<file path="src/rtl/dmem_arbiter_if.sv">
// -----------------------------------------------------------------------------
// dmem_arbiter_if
// Bundles the core port, the debug/loader port and the data-memory command
// port of the data-memory arbiter.
//   core_*  : core load/store request, grant/stall and read return
//   dbg_*   : debug/loader request, grant and read return
//   mem_*   : single-ported synchronous data memory command and read data
// Modports:
//   slave  : the arbiter side (takes requests, drives grants and mem command)
//   master : the environment side (requesters plus memory)
// -----------------------------------------------------------------------------
interface dmem_arbiter_if #(
  parameter int DATA_W = 32
);
  logic              core_req;
  logic              core_we;
  logic [8:0]        core_addr;
  logic [DATA_W-1:0] core_wdata;
  logic              core_gnt;
  logic              core_stall;
  logic              core_rvalid;
  logic [DATA_W-1:0] core_rdata;

  logic              dbg_req;
  logic              dbg_we;
  logic [8:0]        dbg_addr;
  logic [DATA_W-1:0] dbg_wdata;
  logic              dbg_gnt;
  logic              dbg_rvalid;
  logic [DATA_W-1:0] dbg_rdata;

  logic              mem_wr;
  logic              mem_rd;
  logic [8:0]        mem_addr;
  logic [DATA_W-1:0] mem_wr_data;
  logic [DATA_W-1:0] mem_rd_data;

  modport slave (
    input  core_req, core_we, core_addr, core_wdata,
    output core_gnt, core_stall, core_rvalid, core_rdata,
    input  dbg_req, dbg_we, dbg_addr, dbg_wdata,
    output dbg_gnt, dbg_rvalid, dbg_rdata,
    output mem_wr, mem_rd, mem_addr, mem_wr_data,
    input  mem_rd_data
  );

  modport master (
    output core_req, core_we, core_addr, core_wdata,
    input  core_gnt, core_stall, core_rvalid, core_rdata,
    output dbg_req, dbg_we, dbg_addr, dbg_wdata,
    input  dbg_gnt, dbg_rvalid, dbg_rdata,
    input  mem_wr, mem_rd, mem_addr, mem_wr_data,
    output mem_rd_data
  );
endinterface

</file>
<file path="src/rtl/dmem_arbiter.sv">
// -----------------------------------------------------------------------------
// dmem_arbiter
// Two-requester arbiter (core, debug/loader) in front of a synchronous data
// memory with one-cycle read latency.
//   clk   : single clock, all state on posedge
//   reset : asynchronous, active-high
//   bus   : dmem_arbiter_if.slave (core_*, dbg_*, mem_* signals)
// Grants are combinational from the requests and registered arbitration state;
// read data is routed back to the port that issued the read one cycle later.
// Build option:
//   DMEM_ARB_RR_EN defined   -> round-robin on contention
//   DMEM_ARB_RR_EN undefined -> core has fixed priority on contention
// In both modes a requester that has held the memory for MAX_BURST consecutive
// grants yields the next contended cycle. MAX_BURST must be in 1..7 (3-bit run
// counter).
// -----------------------------------------------------------------------------
module dmem_arbiter #(
  parameter int DATA_W    = 32,
  parameter int MAX_BURST = 4
) (
  input logic            clk,
  input logic            reset,
  dmem_arbiter_if.slave  bus
);

  localparam logic [2:0] BURST_LIM = 3'(MAX_BURST);
  localparam logic [2:0] CNT_MAX   = 3'd7;

  logic       core_win_s;
  logic       dbg_win_s;
  logic       burst_hit_s;
  logic       rd_issue_s;
  logic       last_dbg_r;   // 1 = dbg was granted most recently
  logic [2:0] run_cnt_r;    // consecutive grants to last owner, saturating
  logic       pend_r;       // a read was granted last cycle
  logic       pend_dbg_r;   // that read belongs to dbg

  // Arbitration: pick at most one winner; nothing is granted while in reset.
  always_comb begin
    core_win_s  = 1'b0;
    dbg_win_s   = 1'b0;
    burst_hit_s = (run_cnt_r >= BURST_LIM);
    if (reset) begin
      core_win_s = 1'b0;
      dbg_win_s  = 1'b0;
    end else if (bus.core_req && bus.dbg_req) begin
      if (burst_hit_s) begin
        // owner exhausted its burst: hand over to the other requester
        core_win_s = last_dbg_r;
        dbg_win_s  = ~last_dbg_r;
      end else begin
`ifdef DMEM_ARB_RR_EN
        core_win_s = last_dbg_r;
        dbg_win_s  = ~last_dbg_r;
`else
        core_win_s = 1'b1;
        dbg_win_s  = 1'b0;
`endif
      end
    end else if (bus.core_req) begin
      core_win_s = 1'b1;
    end else if (bus.dbg_req) begin
      dbg_win_s = 1'b1;
    end else begin
      core_win_s = 1'b0;
      dbg_win_s  = 1'b0;
    end
  end

  // Grant outputs and memory command mux driven by the winner.
  always_comb begin
    bus.core_gnt    = core_win_s;
    bus.dbg_gnt     = dbg_win_s;
    bus.core_stall  = bus.core_req & ~core_win_s & ~reset;
    bus.mem_wr      = 1'b0;
    bus.mem_rd      = 1'b0;
    bus.mem_addr    = 9'd0;
    bus.mem_wr_data = {DATA_W{1'b0}};
    case ({core_win_s, dbg_win_s})
      2'b10: begin
        bus.mem_wr      = bus.core_we;
        bus.mem_rd      = ~bus.core_we;
        bus.mem_addr    = bus.core_addr;
        bus.mem_wr_data = bus.core_wdata;
      end
      2'b01: begin
        bus.mem_wr      = bus.dbg_we;
        bus.mem_rd      = ~bus.dbg_we;
        bus.mem_addr    = bus.dbg_addr;
        bus.mem_wr_data = bus.dbg_wdata;
      end
      default: begin
        bus.mem_wr      = 1'b0;
        bus.mem_rd      = 1'b0;
        bus.mem_addr    = 9'd0;
        bus.mem_wr_data = {DATA_W{1'b0}};
      end
    endcase
    rd_issue_s = bus.mem_rd;
  end

  // Arbitration state: last owner and saturating run counter (held when idle).
  always_ff @(posedge clk or posedge reset) begin
    if (reset) begin
      last_dbg_r <= 1'b0;
      run_cnt_r  <= 3'd0;
    end else if (core_win_s || dbg_win_s) begin
      if (dbg_win_s == last_dbg_r) begin
        run_cnt_r <= (run_cnt_r == CNT_MAX) ? CNT_MAX : run_cnt_r + 3'd1;
      end else begin
        run_cnt_r <= 3'd1;
      end
      last_dbg_r <= dbg_win_s;
    end else begin
      last_dbg_r <= last_dbg_r;
      run_cnt_r  <= run_cnt_r;
    end
  end

  // Read-return tracking: tag every granted read with its owner.
  always_ff @(posedge clk or posedge reset) begin
    if (reset) begin
      pend_r     <= 1'b0;
      pend_dbg_r <= 1'b0;
    end else begin
      pend_r     <= rd_issue_s;
      pend_dbg_r <= dbg_win_s;
    end
  end

  // Route memory read data to the tagged port; rdata is zero when not valid.
  always_comb begin
    bus.core_rvalid = pend_r & ~pend_dbg_r;
    bus.dbg_rvalid  = pend_r & pend_dbg_r;
    if (bus.core_rvalid) begin
      bus.core_rdata = bus.mem_rd_data;
    end else begin
      bus.core_rdata = {DATA_W{1'b0}};
    end
    if (bus.dbg_rvalid) begin
      bus.dbg_rdata = bus.mem_rd_data;
    end else begin
      bus.dbg_rdata = {DATA_W{1'b0}};
    end
  end

endmodule

</file>
<file path="src/flat_wrapper.sv">
// flat-port wrapper written by rule: the top's interface ports become plain ports
module dmem_arbiter_flat 
#(
  parameter int DATA_W    = 32,
  parameter int MAX_BURST = 4
)
  (clk, reset, bus_core_req, bus_core_we, bus_core_addr, bus_core_wdata, bus_core_gnt, bus_core_stall, bus_core_rvalid, bus_core_rdata, bus_dbg_req, bus_dbg_we, bus_dbg_addr, bus_dbg_wdata, bus_dbg_gnt, bus_dbg_rvalid, bus_dbg_rdata, bus_mem_wr, bus_mem_rd, bus_mem_addr, bus_mem_wr_data, bus_mem_rd_data);
  dmem_arbiter_if #(.DATA_W(DATA_W)) bus_i ();
  input logic clk;
  input logic reset;
  input wire logic [$bits(bus_i.core_req)-1:0] bus_core_req;
  input wire logic [$bits(bus_i.core_we)-1:0] bus_core_we;
  input wire logic [$bits(bus_i.core_addr)-1:0] bus_core_addr;
  input wire logic [$bits(bus_i.core_wdata)-1:0] bus_core_wdata;
  output wire logic [$bits(bus_i.core_gnt)-1:0] bus_core_gnt;
  output wire logic [$bits(bus_i.core_stall)-1:0] bus_core_stall;
  output wire logic [$bits(bus_i.core_rvalid)-1:0] bus_core_rvalid;
  output wire logic [$bits(bus_i.core_rdata)-1:0] bus_core_rdata;
  input wire logic [$bits(bus_i.dbg_req)-1:0] bus_dbg_req;
  input wire logic [$bits(bus_i.dbg_we)-1:0] bus_dbg_we;
  input wire logic [$bits(bus_i.dbg_addr)-1:0] bus_dbg_addr;
  input wire logic [$bits(bus_i.dbg_wdata)-1:0] bus_dbg_wdata;
  output wire logic [$bits(bus_i.dbg_gnt)-1:0] bus_dbg_gnt;
  output wire logic [$bits(bus_i.dbg_rvalid)-1:0] bus_dbg_rvalid;
  output wire logic [$bits(bus_i.dbg_rdata)-1:0] bus_dbg_rdata;
  output wire logic [$bits(bus_i.mem_wr)-1:0] bus_mem_wr;
  output wire logic [$bits(bus_i.mem_rd)-1:0] bus_mem_rd;
  output wire logic [$bits(bus_i.mem_addr)-1:0] bus_mem_addr;
  output wire logic [$bits(bus_i.mem_wr_data)-1:0] bus_mem_wr_data;
  input wire logic [$bits(bus_i.mem_rd_data)-1:0] bus_mem_rd_data;
  assign bus_i.core_req = bus_core_req;
  assign bus_i.core_we = bus_core_we;
  assign bus_i.core_addr = bus_core_addr;
  assign bus_i.core_wdata = bus_core_wdata;
  assign bus_core_gnt = bus_i.core_gnt;
  assign bus_core_stall = bus_i.core_stall;
  assign bus_core_rvalid = bus_i.core_rvalid;
  assign bus_core_rdata = bus_i.core_rdata;
  assign bus_i.dbg_req = bus_dbg_req;
  assign bus_i.dbg_we = bus_dbg_we;
  assign bus_i.dbg_addr = bus_dbg_addr;
  assign bus_i.dbg_wdata = bus_dbg_wdata;
  assign bus_dbg_gnt = bus_i.dbg_gnt;
  assign bus_dbg_rvalid = bus_i.dbg_rvalid;
  assign bus_dbg_rdata = bus_i.dbg_rdata;
  assign bus_mem_wr = bus_i.mem_wr;
  assign bus_mem_rd = bus_i.mem_rd;
  assign bus_mem_addr = bus_i.mem_addr;
  assign bus_mem_wr_data = bus_i.mem_wr_data;
  assign bus_i.mem_rd_data = bus_mem_rd_data;
  dmem_arbiter #(.DATA_W(DATA_W), .MAX_BURST(MAX_BURST)) u_core (.clk(clk), .reset(reset), .bus(bus_i));
endmodule
</file>
<file path="config.mk">
export PLATFORM = sky130hd
export DESIGN_NAME = dmem_arbiter_flat
export DESIGN_NICKNAME = d
export VERILOG_FILES = /design/src/rtl/dmem_arbiter_if.sv /design/src/rtl/dmem_arbiter.sv /design/src/flat_wrapper.sv
export SDC_FILE = /design/constraint.sdc
export NUM_CORES = 1
export LEC_CHECK = 0
export CAP_MARGIN = 10
export CORE_AREA = 2 2 91 93
export DETAILED_ROUTE_END_ITERATION = 10
export DIE_AREA = 0 0 93 95
export PLACE_DENSITY = 0.73
export SLEW_MARGIN = 30
export SYNTH_ARGS = -nofsm -noshare
export SYNTH_HDL_FRONTEND = slang
export SYNTH_SLANG_ARGS = --single-unit
</file>
<file path="constraint.sdc">
create_clock -name clk -period 1.85 [get_ports clk]
set_input_delay 0.37 -clock clk [delete_from_list [all_inputs] [get_ports clk]]
set_output_delay 0.37 -clock clk [all_outputs]
set_load 0.005 [all_outputs]
</file>
# ---- Yosys cells after proc, flatten, opt, wreduce, memory -nomap -nowiden
# Cells that the tools add are included.
dict set report word_totals {
  input_bits 120
  output_inout_bits 112
  wordCells 39
  reg_bits 6
}
dict set report classes {
  eq_ne 4
  n_addsub 1
  reduce_logical 2
  bitwise 10
  order_cmp 1
  mux 17
}
# operator count
set ops {}
lappend ops {{2-to-1 mux 32 bit} 2}
lappend ops {{one-hot mux 32 bit (2 select lines)} 1}
lappend ops {{one-hot mux 9 bit (2 select lines)} 1}
lappend ops {{2-to-1 mux 1 bit} 9}
lappend ops {{2-to-1 mux 3 bit} 2}
lappend ops {{inverter 1 bit} 6}
lappend ops {{AND 1 bit} 4}
lappend ops {{one-hot mux 1 bit (2 select lines)} 2}
lappend ops {{adder 3 x 1 -> 3 bit (second input constant)} 1}
lappend ops {{equality test 3 bit (second input constant)} 1}
lappend ops {{greater-or-equal comparator 3 bit (second input constant)} 1}
lappend ops {{equality test 2 x 1 -> 1 bit (second input constant)} 1}
lappend ops {{equality test 2 bit (second input constant)} 1}
lappend ops {{equality test 1 bit} 1}
lappend ops {{logical AND 1 bit} 1}
lappend ops {{logical OR 1 bit} 1}

# ---- Depth between registers and ports, before layout
dict set report logic_depth {
  depth_word 7
  ltp_mapped 9
  ltp_nobuf 7
}

# ---- Worst setup path after synthesis
# OpenSTA, ideal clock, no wires.
dict set report synth_timing {
  path_kind {register to output}
  start {reg u_core.run_cnt_r[2]}
  end {out bus_mem_rd}
  arrival_ps 1648
  stages_incl_launch_ff 10
  slack_ps -168
  cell_sequence {dfrtp_1 > nor2b_1 > o21ai_1 > inv_1 > ha_1 > buf_2 > buf_4 > inv_2 > o22ai_1 > and2_1}
}
dict set report synth_between {
  elab_chain_cells 6
  word_cells_on_any_way 10
  classes_between {order compare (1); eq/ne (2); mux (7)}
}
# element line_no
set synth_lines {}
lappend synth_lines {{start, declared} dmem_arbiter.sv:34} ;# logic [2:0] run_cnt_r;
lappend synth_lines {{start signal, assigned} dmem_arbiter.sv:109} ;# run_cnt_r <= (run_cnt_r == CNT_MAX) ? CNT_MAX : run_cnt_r + 3'd1;
lappend synth_lines {{start signal, assigned} dmem_arbiter.sv:116} ;# run_cnt_r <= run_cnt_r;
lappend synth_lines {{greater-or-equal comparator 3 bit *} dmem_arbiter.sv:42} ;# burst_hit_s = (run_cnt_r >= BURST_LIM);
lappend synth_lines {{2-to-1 mux 1 bit *} dmem_arbiter.sv:47} ;# if (burst_hit_s) begin
lappend synth_lines {{2-to-1 mux 1 bit *} dmem_arbiter.sv:46} ;# end else if (bus.core_req && bus.dbg_req) begin
lappend synth_lines {{2-to-1 mux 1 bit *} dmem_arbiter.sv:43} ;# if (reset) begin
lappend synth_lines {{via bus_dbg_gnt} flat_wrapper.sv:23} ;# output wire logic [$bits(bus_i.dbg_gnt)-1:0] bus_dbg_gnt;
lappend synth_lines {{equality test 2 x 1 -> 1 bit or equality test 2 bit (tied branches)} dmem_arbiter.sv:79} ;# case ({core_win_s, dbg_win_s})
lappend synth_lines {{one-hot mux 1 bit (2 select lines) *} dmem_arbiter.sv:79}
lappend synth_lines {{end, declared} flat_wrapper.sv:27} ;# output wire logic [$bits(bus_i.mem_rd)-1:0] bus_mem_rd;
# Mark *: on every way through the listed nets, which the timed path passes. The rest lies on a longest branch.

# ---- Worst setup path in the final report
dict set report layout_timing {
  start {reg u_core.last_dbg_r}
  end {out bus_mem_wr_data[21]}
}
dict set report layout_between {
  elab_chain_cells 6
  word_cells_on_any_way 10
  classes_between {eq/ne (2); mux (7); bitwise (1)}
}
# element line_no
set layout_lines {}
lappend layout_lines {{start, declared} dmem_arbiter.sv:33} ;# logic last_dbg_r;
lappend layout_lines {{start signal, assigned} dmem_arbiter.sv:113} ;# last_dbg_r <= dbg_win_s;
lappend layout_lines {{start signal, assigned} dmem_arbiter.sv:115} ;# last_dbg_r <= last_dbg_r;
lappend layout_lines {{inverter 1 bit} dmem_arbiter.sv:50} ;# dbg_win_s = ~last_dbg_r;
lappend layout_lines {{2-to-1 mux 1 bit} dmem_arbiter.sv:47}
lappend layout_lines {{2-to-1 mux 1 bit} dmem_arbiter.sv:46}
lappend layout_lines {{2-to-1 mux 1 bit} dmem_arbiter.sv:43}
lappend layout_lines {{equality test 2 x 1 -> 1 bit or equality test 2 bit (tied branches)} dmem_arbiter.sv:79}
lappend layout_lines {{one-hot mux 32 bit (2 select lines) *} dmem_arbiter.sv:79}
lappend layout_lines {{end, declared} flat_wrapper.sv:29} ;# output wire logic [$bits(bus_i.mem_wr_data)-1:0] bus_mem_wr_data;
# Every way passes the cells marked *; elsewhere a longest branch is shown, timed or not.

==> impl_metrics.env <==
export IMPL_placed_cells_incl_taps=547
export IMPL_via_count=2636
export IMPL_arrival_ns=1.92
export IMPL_detail_route_iter0_violations=60
export IMPL_violations="setup timing"
export IMPL_routed_wl_um=9596
export IMPL_postSynthAreaPerCell_sq_um=7.108
export IMPL_num_io_pins=232
export IMPL_end_kind="output port"
export IMPL_stdcell_area_sq_um=4564
export IMPL_floorplan_rows=33
export IMPL_finalCritPeriodShare=1.240
export IMPL_grt_met1_usage=0.1973
export IMPL_grtUsageMet2=0.3895
export IMPL_grt_most_used_layer="met2"
export IMPL_grt_first_pass_wirelength_um=13430
export IMPL_die_area_sq_um=8835
export IMPL_finish_net_count=600
export IMPL_pwr_cell_area_nw_per_um2=447.2
export IMPL_fill_cells=750
export IMPL_ys_ff_latch=6
export IMPL_min_path_type="in -> async"
export IMPL_ff_latch_area_sq_um=151.4
export IMPL_initial_antenna_violation_count=3
export IMPL_cap_violations=0
export IMPL_rsz0062_at_grt="yes"
export IMPL_post_route_cells_drive_above_1_share=0.4072
export IMPL_timing_final_max_slew_violations=0
export IMPL_cts_root_buf="sky130_fd_sc_hd__clkbuf_8"
export IMPL_drt_pre_antenna_iters=4
export IMPL_status="finished with violations"
export IMPL_global_route_overflow_total=0
export IMPL_first_global_vias=2627
export IMPL_clock_insertion_delay_worst_skew_ns=0.23
export IMPL_timing_hold_violations_final=0
export IMPL_crit_path_max_fanout=7
export IMPL_ctsHoldBuffers=0
export IMPL_timing_worst_slew_pin_value_ns=0.3060
export IMPL_post_route_drc_count=0
export IMPL_startpoint_type="register"
export IMPL_r2r_worst_path_cells=6
export IMPL_post_drt_wl_per_cell_um=16.49
export IMPL_report_power_total_w=0.002041
export IMPL_timing_rr_start="u_core.last_dbg_r"
export IMPL_ordered_cell_list_for_the_critical_path="nor2b_4, buf_6, a21oi_4, ha_4, buf_12, clkbuf_16, a22oi_2, nor2b_4, buf_2"
export IMPL_crit_path_max_incr_delay_ns=0.40
export IMPL_core_sq_um=7928
export IMPL_totalNegativeSetupSlack_ns=-16.06
export IMPL_timing_clock_skew_ns=0.001358
export IMPL_htreeDepth=1
export IMPL_dpl_hpwl_um=6475
export IMPL_total_track_usage=0.1931
export IMPL_final_instance_count_excl_fill=582
export IMPL_worst_slew_margin_rel=0.7960
export IMPL_clkTransAtPathRegs_ns=0.04
export IMPL_cpMostUsedCell="sky130_fd_sc_hd__nor2b_4"
export IMPL_whs_ns=0.4082
export IMPL_synth_seq_area_share=0.09917
export IMPL_multiInputGateArea_sq_um=1564
export IMPL_crit_reg2reg_capture="u_core.pend_r"
export IMPL_leakage_nw=2.232
export IMPL_floorplan_die_height_um=95
export IMPL_width_of_the_chip_um=93
export IMPL_port_buffer_count=231
export IMPL_setup_viol=44
export IMPL_final_setup_worst_slack_ns=-0.4444
export IMPL_ant_nets=0
export IMPL_globalRouteMet3Util=0.05666
export IMPL_clock_buffers_created_by_tritoncts=3
export IMPL_initial_core_util=0.1910
export IMPL_period_needed_ns=2.294
export IMPL_worst_setup_path_type="reg -> out"
export IMPL_synth_cell_area_sq_um=1514
export IMPL_grt_max_degree=34
export IMPL_areaGrowthSynthToFinish_pct=201.5
export IMPL_yosysWarningCount=0
export IMPL_clock_fmax_mhz=435.9
export IMPL_vdd_ir_drop_max_uv=209.7
export IMPL_clkSinkCount=6
export IMPL_ctsLongestPathBuffers=2
export IMPL_finalWeightedCongestion=0.7875
export IMPL_tritoncts_clock_tree="built"
export IMPL_viasPerCell=4.529
export IMPL_crit_slowest_cell="sky130_fd_sc_hd__dfrtp_1"
export IMPL_cp_required_ns=1.48
export IMPL_synth_fp_nets=337
export IMPL_cell_variety_after_synth=27
export IMPL_synth_cells=213
export IMPL_worst_reg_to_reg_setup_slack_ns=0.26
export IMPL_place_area_sq_um=4081
==> where the power goes <==
part | total [W] | switching (W) | internal (W)
Sequential | 0.000206 | 0.0000310 | 0.000175
Clock | 0.000201 | 0.0000608 | 0.000140
Combinational | 0.00163 | 0.000635 | 0.00100
Total | 0.00204 | 0.000727 | 0.00131
==> critical path, delay by kind of cell, from the launching register on <==
| kind | cells | cell delay, ns |
|---|---|---|
| buffers and inverters | 4 | 0.55 |
| and+or+nand+nor | 2 | 0.27 |
| AOI/OAI and AO/OA | 2 | 0.24 |
| DFF | 1 | 0.40 |
| adders and majority gates | 1 | 0.22 |
==> through the flow <==
stage                     utilization  setup slack, ns
final                          0.5758          -0.4444
after global routing           0.5751          -0.4941
after CTS                      0.5529          -0.4296
after detailed placement       0.5148          -0.9941
after global placement         0.5148          -0.9639
after floorplan                     -         -0.01640
==> final cells by class <==
cell class | instances | share of cell area
flip-flops and latches | 6 | 0.03317
inverters | 7 | 0.007127
clock buffers | 3 | 0.009046
multi-input cells | 177 | 0.3427
diodes | 3 | 0.001645
well taps | 105 | 0.02878
repair buffers | 281 | 0.5776
==> how the worst max path moves through the flow <==
stage / start / end
floorplan: u_core.run_cnt_r[2] / bus_mem_addr[8]
global placement: bus_core_req / bus_mem_rd
detailed placement: bus_core_req / bus_mem_rd
CTS: u_core.last_dbg_r / bus_mem_addr[5]
global route: u_core.last_dbg_r / bus_mem_wr_data[4]
finish: u_core.last_dbg_r / bus_mem_wr_data[21]
==> state kept, by name, summed over array words and instances, names as in the netlist <==
name and count:
u_core.last_dbg_r 1, u_core.pend_r 1, u_core.pend_dbg_r 1, u_core.run_cnt_r 3
==> per-layer routing <==
layer,wire [um],part of all wire,vias to the layer above
li1,-,-,1279
met1,3372,0.35,1200
met3,944,0.098,8
met2,5168,0.54,149
met5,0,0,-
met4,111,0.012,0
==> cell families (layout without fill, tap and decap cells) <==
group	after synthesis	count (layout)	synth area share
AND/OR/NAND/NOR	120	120	0.4975
buffers and inverters	30	291	0.1017
AO/OA/AOI/OAI	53	53	0.2686
adder cells (fa/ha/maj)	4	4	0.03306
flip-flops	6	6	0.09917
other	0	3	0
==> what timing repair did <==
| item | 4_1_cts | 5_1_grt |
|---|---|---|
| endpoints found under the hold margin | 0 | 0 |
| gates resized for setup | 335 | 57 |
| endpoints found under the setup margin | 111 | 60 |
| setup buffers | 14 | 5 |
| pin swaps | 8 | 20 |
| cloned | 8 | 4 |
==> Yosys cell counts <==
cell | count | area, sq um
sky130_fd_sc_hd__nand2b_4 | 1 | 13.76
sky130_fd_sc_hd__and3_1 | 32 | 200.2
sky130_fd_sc_hd__o22ai_1 | 1 | 6.260
sky130_fd_sc_hd__a31oi_4 | 1 | 21.27
sky130_fd_sc_hd__ha_1 | 4 | 50.05
sky130_fd_sc_hd__inv_1 | 5 | 18.77
sky130_fd_sc_hd__o21ai_1 | 2 | 10.01
sky130_fd_sc_hd__a221oi_2 | 1 | 15.01
sky130_fd_sc_hd__buf_2 | 12 | 60.06
sky130_fd_sc_hd__dfrtp_1 | 6 | 150.1
sky130_fd_sc_hd__a21oi_1 | 3 | 15.01
sky130_fd_sc_hd__nor2b_4 | 1 | 13.76
sky130_fd_sc_hd__nor2b_2 | 1 | 8.760
sky130_fd_sc_hd__nor2b_1 | 43 | 269.0
sky130_fd_sc_hd__a21o_1 | 1 | 7.510
sky130_fd_sc_hd__a22oi_1 | 42 | 315.3
sky130_fd_sc_hd__buf_6 | 3 | 33.78
sky130_fd_sc_hd__inv_2 | 2 | 7.510
sky130_fd_sc_hd__a22o_1 | 1 | 8.760
sky130_fd_sc_hd__and2_1 | 34 | 212.7
sky130_fd_sc_hd__nand2_1 | 4 | 15.01
sky130_fd_sc_hd__buf_4 | 1 | 7.510
sky130_fd_sc_hd__a211oi_1 | 1 | 7.510
sky130_fd_sc_hd__nand3_1 | 2 | 10.01
sky130_fd_sc_hd__nand2b_1 | 1 | 6.260
sky130_fd_sc_hd__nor2_1 | 1 | 3.750
sky130_fd_sc_hd__clkbuf_1 | 7 | 26.28
==> placed cells by master (no fill, tap or decap), types with 2 or more instances in the layout <==
cell type,synthesis,routed
sky130_fd_sc_hd__diode_2,0,3
sky130_fd_sc_hd__inv_2,2,2
sky130_fd_sc_hd__and2_1,34,33
sky130_fd_sc_hd__buf_4,1,23
sky130_fd_sc_hd__buf_6,3,7
sky130_fd_sc_hd__dlygate4sd2_1,0,42
sky130_fd_sc_hd__nand2_1,4,2
sky130_fd_sc_hd__dfrtp_1,6,5
sky130_fd_sc_hd__ha_4,0,3
sky130_fd_sc_hd__nor2b_1,43,24
sky130_fd_sc_hd__a22oi_1,42,13
sky130_fd_sc_hd__clkdlybuf4s15_2,0,2
sky130_fd_sc_hd__buf_16,0,4
sky130_fd_sc_hd__clkbuf_16,0,4
sky130_fd_sc_hd__nand2_2,0,2
sky130_fd_sc_hd__and3_1,32,32
sky130_fd_sc_hd__a21oi_1,3,2
sky130_fd_sc_hd__inv_1,5,3
sky130_fd_sc_hd__nor2b_2,1,5
sky130_fd_sc_hd__clkbuf_8,0,3
sky130_fd_sc_hd__a22oi_2,0,29
sky130_fd_sc_hd__clkbuf_2,0,18
sky130_fd_sc_hd__nor2b_4,1,16
sky130_fd_sc_hd__clkdlybuf4s50_1,0,116
sky130_fd_sc_hd__buf_12,0,11
sky130_fd_sc_hd__buf_2,12,51
Power figures use the tool's default switching activity.
